## src/rtl/alu_pkg.sv

```systemverilog
`default_nettype none
// ============================================================================
// Module   : alu_pkg
// Purpose  : Shared types and constants for the RV32I ALU issue stage:
//            aluop encoding, opcode/funct constants, and the issue record
//            that travels from the decoder into the skid buffer.
// Revision : 1.0 - initial release
// ============================================================================
package alu_pkg;

  localparam int SRCWIDTH   = 32;
  localparam int ALUOPWIDTH = 4;

  typedef enum logic [ALUOPWIDTH-1:0] {
    ALU_ADD  = 4'd0,
    ALU_SUB  = 4'd1,
    ALU_SLL  = 4'd2,
    ALU_SLT  = 4'd3,
    ALU_SLTU = 4'd4,
    ALU_XOR  = 4'd5,
    ALU_SRL  = 4'd6,
    ALU_OR   = 4'd7,
    ALU_AND  = 4'd8,
    ALU_SRA  = 4'd9
  } aluop_t;

  // Major opcodes (inst[6:0])
  localparam logic [6:0] OPC_OP     = 7'b0110011;
  localparam logic [6:0] OPC_OPIMM  = 7'b0010011;
  localparam logic [6:0] OPC_LUI    = 7'b0110111;
  localparam logic [6:0] OPC_AUIPC  = 7'b0010111;
  localparam logic [6:0] OPC_LOAD   = 7'b0000011;
  localparam logic [6:0] OPC_STORE  = 7'b0100011;
  localparam logic [6:0] OPC_BRANCH = 7'b1100011;
  localparam logic [6:0] OPC_JAL    = 7'b1101111;
  localparam logic [6:0] OPC_JALR   = 7'b1100111;

  // Arithmetic funct3
  localparam logic [2:0] F3_ADD_SUB = 3'b000;
  localparam logic [2:0] F3_SLL     = 3'b001;
  localparam logic [2:0] F3_SLT     = 3'b010;
  localparam logic [2:0] F3_SLTU    = 3'b011;
  localparam logic [2:0] F3_XOR     = 3'b100;
  localparam logic [2:0] F3_SRL_SRA = 3'b101;
  localparam logic [2:0] F3_OR      = 3'b110;
  localparam logic [2:0] F3_AND     = 3'b111;

  // Branch funct3
  localparam logic [2:0] F3_BEQ  = 3'b000;
  localparam logic [2:0] F3_BNE  = 3'b001;
  localparam logic [2:0] F3_BLT  = 3'b100;
  localparam logic [2:0] F3_BGE  = 3'b101;
  localparam logic [2:0] F3_BLTU = 3'b110;
  localparam logic [2:0] F3_BGEU = 3'b111;

  // funct7 values
  localparam logic [6:0] F7_BASE = 7'b0000000;
  localparam logic [6:0] F7_ALT  = 7'b0100000;

  typedef struct packed {
    aluop_t                aluop;
    logic [SRCWIDTH-1:0]   src1;
    logic [SRCWIDTH-1:0]   src2;
    logic [SRCWIDTH-1:0]   imm;
    logic                  illegal;
  } issue_t;

  // Arithmetic funct3 to aluop; alt selects SUB/SRA over ADD/SRL.
  function automatic aluop_t f3_to_aluop(input logic [2:0] f3, input logic alt);
    aluop_t op;
    case (f3)
      F3_ADD_SUB: op = alt ? ALU_SUB : ALU_ADD;
      F3_SLL:     op = ALU_SLL;
      F3_SLT:     op = ALU_SLT;
      F3_SLTU:    op = ALU_SLTU;
      F3_XOR:     op = ALU_XOR;
      F3_SRL_SRA: op = alt ? ALU_SRA : ALU_SRL;
      F3_OR:      op = ALU_OR;
      default:    op = ALU_AND;
    endcase
    return op;
  endfunction

endpackage
`default_nettype wire

```

## src/rtl/alu_issue_stage_if.sv

```systemverilog
`default_nettype none
// ============================================================================
// Module   : alu_issue_stage_if
// Purpose  : Handshake bundle for the ALU issue stage.
//            Input side : in_valid/in_ready + inst, pc, rs1/rs2 data.
//            Output side: out_valid/out_ready + aluop, src1, src2, imm,
//                         illegal.
//            slave  modport: the issue stage.
//            master modport: the upstream/downstream environment.
// Revision : 1.0 - initial release
// ============================================================================
interface alu_issue_stage_if #(
  parameter int SRCWIDTH   = 32,
  parameter int ALUOPWIDTH = 4
) ();

  logic                  in_valid;
  logic                  in_ready;
  logic [31:0]           in_inst;
  logic [31:0]           in_pc;
  logic [SRCWIDTH-1:0]   in_rs1_data;
  logic [SRCWIDTH-1:0]   in_rs2_data;
  logic                  out_valid;
  logic                  out_ready;
  logic [ALUOPWIDTH-1:0] out_aluop;
  logic [SRCWIDTH-1:0]   out_src1;
  logic [SRCWIDTH-1:0]   out_src2;
  logic [SRCWIDTH-1:0]   out_imm;
  logic                  out_illegal;

  modport slave (
    input  in_valid, in_inst, in_pc, in_rs1_data, in_rs2_data, out_ready,
    output in_ready, out_valid, out_aluop, out_src1, out_src2, out_imm,
           out_illegal
  );

  modport master (
    output in_valid, in_inst, in_pc, in_rs1_data, in_rs2_data, out_ready,
    input  in_ready, out_valid, out_aluop, out_src1, out_src2, out_imm,
           out_illegal
  );

endinterface
`default_nettype wire

```

## src/rtl/alu_inst_decode.sv

```systemverilog
`default_nettype none
// ============================================================================
// Module   : alu_inst_decode
// Purpose  : Combinational RV32I decoder producing the ALU issue record.
// Ports    : inst  - instruction word
//            pc    - instruction PC
//            rs1   - rs1 register value
//            rs2   - rs2 register value
//            issue - {aluop, src1, src2, imm, illegal}
// Revision : 1.0 - initial release
// ============================================================================
module alu_inst_decode
  import alu_pkg::*;
(
  input  logic [31:0]         inst,
  input  logic [31:0]         pc,
  input  logic [SRCWIDTH-1:0] rs1,
  input  logic [SRCWIDTH-1:0] rs2,
  output issue_t              issue
);

  logic [6:0]  opcode;
  logic [2:0]  f3;
  logic [6:0]  f7;
  logic [31:0] i_imm;
  logic [31:0] s_imm;
  logic [31:0] b_imm;
  logic [31:0] u_imm;
  logic [31:0] shamt;

  assign opcode = inst[6:0];
  assign f3     = inst[14:12];
  assign f7     = inst[31:25];
  assign i_imm  = {{20{inst[31]}}, inst[31:20]};
  assign s_imm  = {{20{inst[31]}}, inst[31:25], inst[11:7]};
  assign b_imm  = {{19{inst[31]}}, inst[31], inst[7], inst[30:25], inst[11:8], 1'b0};
  assign u_imm  = {inst[31:12], 12'b0};
  assign shamt  = {27'b0, inst[24:20]};

  aluop_t      op;
  logic [31:0] s1;
  logic [31:0] s2;
  logic [31:0] imm_v;
  logic        ill;

  always_comb begin
    op    = ALU_ADD;
    s1    = '0;
    s2    = '0;
    imm_v = '0;
    ill   = 1'b0;
    case (opcode)
      OPC_OP: begin
        s1  = rs1;
        s2  = rs2;
        op  = f3_to_aluop(f3, f7 == F7_ALT);
        // Only ADD/SUB and SRL/SRA have an alternate funct7 form.
        ill = !((f7 == F7_BASE) ||
                (f7 == F7_ALT && (f3 == F3_ADD_SUB || f3 == F3_SRL_SRA)));
      end
      OPC_OPIMM: begin
        s1 = rs1;
        s2 = i_imm;
        // inst[31:25] is part of the immediate except for shifts.
        op = f3_to_aluop(f3, (f3 == F3_SRL_SRA) && (f7 == F7_ALT));
        if (f3 == F3_SLL) begin
          s2  = shamt;
          ill = (f7 != F7_BASE);
        end else if (f3 == F3_SRL_SRA) begin
          s2  = shamt;
          ill = !(f7 == F7_BASE || f7 == F7_ALT);
        end
      end
      OPC_LUI: begin
        s2 = u_imm;
      end
      OPC_AUIPC: begin
        s1 = pc;
        s2 = u_imm;
      end
      OPC_LOAD, OPC_JALR: begin
        s1 = rs1;
        s2 = i_imm;
      end
      OPC_STORE: begin
        s1    = rs1;
        s2    = s_imm;
        imm_v = s_imm;
      end
      OPC_JAL: begin
        s1 = pc;
        s2 = 32'd4;
      end
      OPC_BRANCH: begin
        s1    = rs1;
        s2    = rs2;
        imm_v = b_imm;
        case (f3)
          F3_BEQ, F3_BNE:   op = ALU_SUB;
          F3_BLT, F3_BGE:   op = ALU_SLT;
          F3_BLTU, F3_BGEU: op = ALU_SLTU;
          default:          ill = 1'b1;
        endcase
      end
      default: ill = 1'b1;
    endcase
    // Illegal encodings still issue, but with a clean all-zero payload.
    if (ill) begin
      op    = ALU_ADD;
      s1    = '0;
      s2    = '0;
      imm_v = '0;
    end
  end

  assign issue = '{aluop: op, src1: s1, src2: s2, imm: imm_v, illegal: ill};

endmodule
`default_nettype wire

```

## src/rtl/alu_issue_stage.sv

```systemverilog
`default_nettype none
// ============================================================================
// Module   : alu_issue_stage
// Purpose  : Decode/issue end of the RV32I ALU path. Decodes accepted
//            instructions and presents them registered to execute through
//            a 2-entry skid buffer with a registered in_ready and flush.
// Ports    : clk   - core clock
//            rst_n - asynchronous active-low reset
//            flush - drop buffered and incoming instructions
//            bus   - alu_issue_stage_if.slave (in_* handshake in,
//                    out_* handshake out)
// Revision : 1.0 - initial release
// ============================================================================
module alu_issue_stage
  import alu_pkg::*;
(
  input  logic                clk,
  input  logic                rst_n,
  input  logic                flush,
  alu_issue_stage_if.slave    bus
);

  issue_t     dec;
  issue_t     entry0_q, entry0_d;
  issue_t     entry1_q, entry1_d;
  logic [1:0] count_q, count_d;
  logic       ready_q, ready_d;
  logic       accept;
  logic       handshake;

  alu_inst_decode u_decode (
    .inst  (bus.in_inst),
    .pc    (bus.in_pc),
    .rs1   (bus.in_rs1_data),
    .rs2   (bus.in_rs2_data),
    .issue (dec)
  );

  assign accept    = bus.in_valid & ready_q & ~flush;
  assign handshake = (count_q != 2'd0) & bus.out_ready;

  always_comb begin
    entry0_d = entry0_q;
    entry1_d = entry1_q;
    count_d  = count_q;
    if (flush) begin
      count_d = 2'd0;
    end else begin
      case (count_q)
        2'd0: begin
          if (accept) begin
            entry0_d = dec;
            count_d  = 2'd1;
          end
        end
        2'd1: begin
          if (handshake && accept) begin
            entry0_d = dec;
          end else if (handshake) begin
            count_d = 2'd0;
          end else if (accept) begin
            entry1_d = dec;
            count_d  = 2'd2;
          end
        end
        default: begin
          // Full: in_ready was low, so no accept can land here.
          if (handshake) begin
            entry0_d = entry1_q;
            count_d  = 2'd1;
          end
        end
      endcase
    end
    // Registered ready looks only at next occupancy, never at out_ready.
    ready_d = (count_d != 2'd2);
  end

  always_ff @(posedge clk or negedge rst_n) begin
    if (!rst_n) begin
      entry0_q <= '0;
      entry1_q <= '0;
      count_q  <= 2'd0;
      ready_q  <= 1'b1;
    end else begin
      entry0_q <= entry0_d;
      entry1_q <= entry1_d;
      count_q  <= count_d;
      ready_q  <= ready_d;
    end
  end

  assign bus.in_ready    = ready_q;
  assign bus.out_valid   = (count_q != 2'd0);
  assign bus.out_aluop   = entry0_q.aluop;
  assign bus.out_src1    = entry0_q.src1;
  assign bus.out_src2    = entry0_q.src2;
  assign bus.out_imm     = entry0_q.imm;
  assign bus.out_illegal = entry0_q.illegal;

endmodule
`default_nettype wire

```

## src/flat_wrapper.sv

```systemverilog
// flat-port wrapper written by rule: the top's interface ports become plain ports
module alu_issue_stage_flat import alu_pkg::*;
  (clk, rst_n, flush, bus_in_valid, bus_in_inst, bus_in_pc, bus_in_rs1_data, bus_in_rs2_data, bus_out_ready, bus_in_ready, bus_out_valid, bus_out_aluop, bus_out_src1, bus_out_src2, bus_out_imm, bus_out_illegal);
  alu_issue_stage_if bus_i ();
  input  logic clk;
  input  logic rst_n;
  input  logic flush;
  input wire logic [$bits(bus_i.in_valid)-1:0] bus_in_valid;
  input wire logic [$bits(bus_i.in_inst)-1:0] bus_in_inst;
  input wire logic [$bits(bus_i.in_pc)-1:0] bus_in_pc;
  input wire logic [$bits(bus_i.in_rs1_data)-1:0] bus_in_rs1_data;
  input wire logic [$bits(bus_i.in_rs2_data)-1:0] bus_in_rs2_data;
  input wire logic [$bits(bus_i.out_ready)-1:0] bus_out_ready;
  output wire logic [$bits(bus_i.in_ready)-1:0] bus_in_ready;
  output wire logic [$bits(bus_i.out_valid)-1:0] bus_out_valid;
  output wire logic [$bits(bus_i.out_aluop)-1:0] bus_out_aluop;
  output wire logic [$bits(bus_i.out_src1)-1:0] bus_out_src1;
  output wire logic [$bits(bus_i.out_src2)-1:0] bus_out_src2;
  output wire logic [$bits(bus_i.out_imm)-1:0] bus_out_imm;
  output wire logic [$bits(bus_i.out_illegal)-1:0] bus_out_illegal;
  assign bus_i.in_valid = bus_in_valid;
  assign bus_i.in_inst = bus_in_inst;
  assign bus_i.in_pc = bus_in_pc;
  assign bus_i.in_rs1_data = bus_in_rs1_data;
  assign bus_i.in_rs2_data = bus_in_rs2_data;
  assign bus_i.out_ready = bus_out_ready;
  assign bus_in_ready = bus_i.in_ready;
  assign bus_out_valid = bus_i.out_valid;
  assign bus_out_aluop = bus_i.out_aluop;
  assign bus_out_src1 = bus_i.out_src1;
  assign bus_out_src2 = bus_i.out_src2;
  assign bus_out_imm = bus_i.out_imm;
  assign bus_out_illegal = bus_i.out_illegal;
  alu_issue_stage u_core (.clk(clk), .rst_n(rst_n), .flush(flush), .bus(bus_i));
endmodule
```

## config.mk

```make
export PLATFORM = sky130hd
export DESIGN_NAME = alu_issue_stage_flat
export DESIGN_NICKNAME = d
export VERILOG_FILES = /design/src/rtl/alu_pkg.sv /design/src/rtl/alu_issue_stage_if.sv /design/src/rtl/alu_inst_decode.sv /design/src/rtl/alu_issue_stage.sv /design/src/flat_wrapper.sv
export SDC_FILE = /design/constraint.sdc
export NUM_CORES = 1
export LEC_CHECK = 0
export BUFFER_PORTS_ARGS = -buffer_cell sky130_fd_sc_hd__buf_2
export CORE_ASPECT_RATIO = 0.9
export CORE_MARGIN = 2
export CORE_UTILIZATION = 35
export DETAILED_ROUTE_END_ITERATION = 10
export HOLD_SLACK_MARGIN = 0.15
export PLACE_DENSITY = 0.6
export RECOVER_POWER = 50
export SLEW_MARGIN = 20
export SYNTH_ARGS = -nofsm -noshare
export SYNTH_HDL_FRONTEND = slang
export SYNTH_SLANG_ARGS = --single-unit
```

## constraint.sdc

```tcl
create_clock -name clk -period 3 [get_ports clk]
set_input_delay 0.3 -clock clk [delete_from_list [all_inputs] [get_ports clk]]
set_output_delay 0.3 -clock clk [all_outputs]
set_load 0.005 [all_outputs]
```

==> results_tabular.tex <==
\begin{tabular}{lr}
\hline
Metric & Value \\
\hline
\multicolumn{2}{l}{\textbf{Critical path}} \\
\quad CP Data Required Time & 3.28 ns \\
\quad Cell family contributing the most delay on the critical path & simple AND/OR/NAND/NOR gates \\
\quad Data arrival time of the critical path & 2.60 ns \\
\quad Worst R2R Start & u\_core.count\_q[1] \\
\quad Reg-to-reg slack, setup & 0.68 ns \\
\quad Slowest stage delay, CP & 0.64 ns \\
\quad Crit-path slowest cell & sky130\_fd\_sc\_hd\_\_or3\_4 \\
\quad Combined buffer and inverter count along the critical path & 1 \\
\quad Critical path depth in cells & 6 \\
\quad Crit path capture & u\_core.bus.out\_src2[21] \\
\quad Biggest fanout along the worst timing path & 46 \\
\quad Critical Path Start Type & register \\
\quad Cells traversed along the worst timing path & or2\_1 -> nor2b\_1 -> or3\_4 -> buf\_12 -> a21oi\_1 -> o31ai\_2 \\
\quad Crit end category & register \\
\quad Launching element of the worst setup path & u\_core.count\_q[1] \\
\quad Category of the critical setup timing path & reg2reg \\
\quad R2r worst-path depth & 6 \\
\quad Worst reg2reg endpoint & u\_core.bus.out\_src2[21] \\
\multicolumn{2}{l}{\textbf{Cells and area}} \\
\quad Fill cells & 2397 \\
\quad Combined area of the multi-input logic cells & 3730 sq um \\
\quad Proportion of layout cells with a drive suffix above 1 & 26.4\% \\
\quad Area Growth Syn to Fin & 22.1\% \\
\quad Register area & 4180 sq um \\
\quad Total number of nets in the final design & 1166 \\
\multicolumn{2}{l}{\textbf{Pwr}} \\
\quad Net switching component of the power & 1.37 mW \\
\quad P\_leak & 4.86 nW \\
\quad Internal cell power & 3.70 mW \\
\quad Pwr dens & 491 nW/um\^{}2 \\
\quad Worst IR Drop VDD & 0.304 mV \\
\quad Sequential fraction of design power & 46.0\% \\
\quad Proportion of power drawn by combinational gates & 11.3\% \\
\quad Clk pwr share & 42.7\% \\
\quad Sw Share & 27.0\% \\
\multicolumn{2}{l}{\textbf{Die}} \\
\quad Effective utilization at floorplan & 35.3\% \\
\quad Number of primary I/O pins & 236 \\
\quad Number of placement rows & 54 \\
\quad Die X-Extent & 168 um \\
\quad Core Box Area & 24000 sq um \\
\quad Chip height & 152 um \\
\quad Full die area & 25500 sq um \\
\multicolumn{2}{l}{\textbf{Clock network}} \\
\quad CTS clock-pin slew for the worst setup and hold paths & 0.07 ns \\
\quad Buffers from clock root to sink, at most & 2 \\
\quad Clk Tree Root Cell & sky130\_fd\_sc\_hd\_\_clkbuf\_16 \\
\quad Post-CTS Resized & 0 \\
\quad Post-CTS Setup Repair Bufs & 0 \\
\quad H-tree depth & 4 \\
\quad Count of clock tree sinks & 167 \\
\quad Number of buffers added by the clock tree synthesis step & 17 \\
\quad Hold buffers post-CTS & 6 \\
\quad Worst-skew pair later-pin latency & 0.43 ns \\
\quad Clock tree from TritonCTS & yes \\
\multicolumn{2}{l}{\textbf{Yosys}} \\
\quad Post-synth EDFFs & 0 \\
\quad Cell types with the largest area share after synthesis & sky130\_fd\_sc\_hd\_\_dfrtp\_1, sky130\_fd\_sc\_hd\_\_o31ai\_1, sky130\_fd\_sc\_hd\_\_a21oi\_1 \\
\quad Post-synthesis async set-or-reset flop share & 100\% \\
\quad Number of synthesized register bits & 167 \\
\quad Post-synthesis instance area & 8480 sq um \\
\quad Proportion of netlist area held by the largest area contributor & 49.0\% \\
\quad Dominant register cell in the synthesized netlist & sky130\_fd\_sc\_hd\_\_dfrtp\_1 \\
\quad YS warnings & 0 \\
\quad Most area-hungry cell type in the Yosys netlist & sky130\_fd\_sc\_hd\_\_dfrtp\_1 \\
\quad Post-synthesis sequential area ratio & 49.3\% \\
\quad Post-Syn Nets & 991 \\
\quad Avg Cell Area, Syn & 9.88 sq um \\
\quad Count of distinct cell types in the synthesized netlist & 55 \\
\quad Syn Inst Count & 858 \\
\multicolumn{2}{l}{\textbf{Global routing}} \\
\quad Antenna violations before repair & 3 \\
\quad Global-route wire length before repair & 39.8 mm \\
\quad GRT Overall Usage & 20.0\% \\
\quad Residual overflow from global routing & 0 \\
\quad Maximum number of pins on one net before global-route repair & 90 \\
\quad Vias in the first global route & 7007 \\
\multicolumn{2}{l}{\textbf{STA}} \\
\quad Pins Over Slew Limit & 71 \\
\quad Transition at the pin with the smallest max-transition slack & 1.99 ns \\
\quad Relative slew slack & -32.6\% \\
\quad Setup slack of the critical path after layout & 0.677 ns \\
\quad Clock Skews & 0.0112 ns \\
\quad Final setup violating endpoints & 0 \\
\quad Fin. Hold Viols & 0 \\
\quad Setup TNS & 0 ns \\
\quad Final period utilization & 77.4\% \\
\quad Clock period minus final worst setup slack & 2.32 ns \\
\quad Max Clk Rate & 0.431 GHz \\
\quad Unrepaired setup endpoints after global routing & false \\
\multicolumn{2}{l}{\textbf{Drt}} \\
\quad Mean number of vias per cell & 5.45 \\
\quad Total number of vias & 7395 \\
\quad DR DRC count & 0 \\
\quad Detail Route Antenna Nets & 0 \\
\quad Total iterations of the first detailed-routing run & 6 \\
\quad Routed wirelength normalized by instance count & 18.7 um \\
\quad Total Wirelength & 25.4 mm \\
\quad DRC marker count from the first detailed-route iteration & 589 \\
\multicolumn{2}{l}{\textbf{Place}} \\
\quad Worst slack, placed & 0.465 ns \\
\quad Global placement routability congestion & 0.842 \\
\quad Count of port buffers added during placement & 235 \\
\quad Detailed placer's ending HPWL & 17.0 mm \\
\multicolumn{2}{l}{\textbf{Status}} \\
\quad Status & complete, but fails checks \\
\quad Violated checks & max-capacitance violations, max-slew violations \\
\multicolumn{2}{l}{\textbf{Flow run}} \\
\quad Max-cap violation count & 1 \\
\multicolumn{2}{l}{\textbf{Worst hold path}} \\
\quad Min-delay worst type & in2reg \\
\hline
\end{tabular}
## logic make-up after synthesis
kind of cell / count (synthesis) / synth area share, %
flip-flops: 167 / 49.3
AO/OA/AOI/OAI: 332 / 28.3
XOR/XNOR: 2 / 0.207
multiplexers: 2 / 0.236
AND/OR/NAND/NOR: 241 / 14.9
buffers and inverters: 114 / 7.07
## synthesized netlist by cell type (all sizes together) (4+ instances only)
library cell  count
buf              62
nor2             40
inv               4
nand2            85
a22oi            33
a222oi            4
a21o             12
nand3             5
a221oi           20
or2               4
nor3              7
a21oi            89
o31ai           122
a211oi            4
nand2b           10
or3               4
dfrtp           166
and3             70
a22o             19
clkbuf           48
o21ai            16
## area by class of cell
class                   count  area share [%]
multi-input cells         577            36.0
flip-flops and latches    167            40.4
well taps                 308            3.72
clock buffers              18            4.24
clock inverters            14            1.34
inverters                   4           0.145
diodes                      2          0.0484
repair buffers            266            14.1
## sequential cells by signal, summed over array words and instances, names as in the netlist
name	flops
u_core.bus.out_src1	32
u_core.bus.out_src2	32
u_core.bus.out_aluop	4
u_core.count_q	2
u_core.bus.out_imm	13
u_core.bus.out_illegal	1
u_core.entry1_q	82
u_core.bus.in_ready	1
## worst min-delay path by stage
stage                              end            start  slack [ns]  depth (start not counted)
4_1_cts              u_core.count_q[0]     bus_in_valid        0.15                          3
3_3_place_gp   u_core.bus.out_src1[15]            rst_n        0.38                          1
3_5_place_dp   u_core.bus.out_src1[15]            rst_n        0.39                          1
2_1_floorplan  u_core.bus.out_aluop[0]            rst_n       0.004                          0
6_report        u_core.bus.out_imm[30]  bus_in_inst[31]        0.18                          2
5_1_grt         u_core.bus.out_imm[30]  bus_in_inst[31]        0.16                          2
## per-layer routing
metal / up-vias / track usage [%] / wire [um]
met4: 2 / 3.92 / 240
met2: 228 / 32.2 / 11800
met5: - / 0 / 11
li1: 3545 / - / -
met1: 3605 / 27.9 / 11900
met3: 15 / 4.52 / 1470
## per-stage QoR
step	util [%]	power [mW]	cells	hold WS [ns]	cell area [sq um]
5_1_grt	43.1	5.31	1355	0.162	10300
3_5_place_dp	40.8	2.96	1316	0.390	9780
2_1_floorplan	-	2.68	858	0.00441	8480
6_report	43.2	5.08	1356	0.177	10300
3_3_place_gp	40.8	2.95	1316	0.377	9780
4_1_cts	43.4	5.16	1354	0.155	10400
## cells in the final DEF, fill, tap and decap left out, types with 17 or more instances in the layout
master,n
sky130_fd_sc_hd__and3_1,70
sky130_fd_sc_hd__dfrtp_1,166
sky130_fd_sc_hd__nor2_1,38
sky130_fd_sc_hd__o31ai_1,101
sky130_fd_sc_hd__a22o_1,19
sky130_fd_sc_hd__a22oi_1,33
sky130_fd_sc_hd__clkbuf_1,53
sky130_fd_sc_hd__nand2_1,85
sky130_fd_sc_hd__buf_2,181
sky130_fd_sc_hd__a21oi_1,89
sky130_fd_sc_hd__clkbuf_16,17
sky130_fd_sc_hd__o31ai_2,21
sky130_fd_sc_hd__a221oi_1,20
## worst reg2reg max path, delay by kind of cell (launching register included)
kind,cells,cell delay [ns]
DFF,1,0.47
AOI/OAI and AO/OA,2,0.32
and+or+nand+nor,3,1.09
buffers and inverters,1,0.30
## power by group through the flow
stage	combinational [mW]	clock [mW]	sequential, mW
floorplan	0.307	0	2.38
global placement	0.577	0	2.38
detailed placement	0.582	0	2.38
CTS	0.590	2.23	2.33
global route	0.641	2.32	2.34
finish	0.572	2.17	2.34
Power figures use the tool's default switching activity.
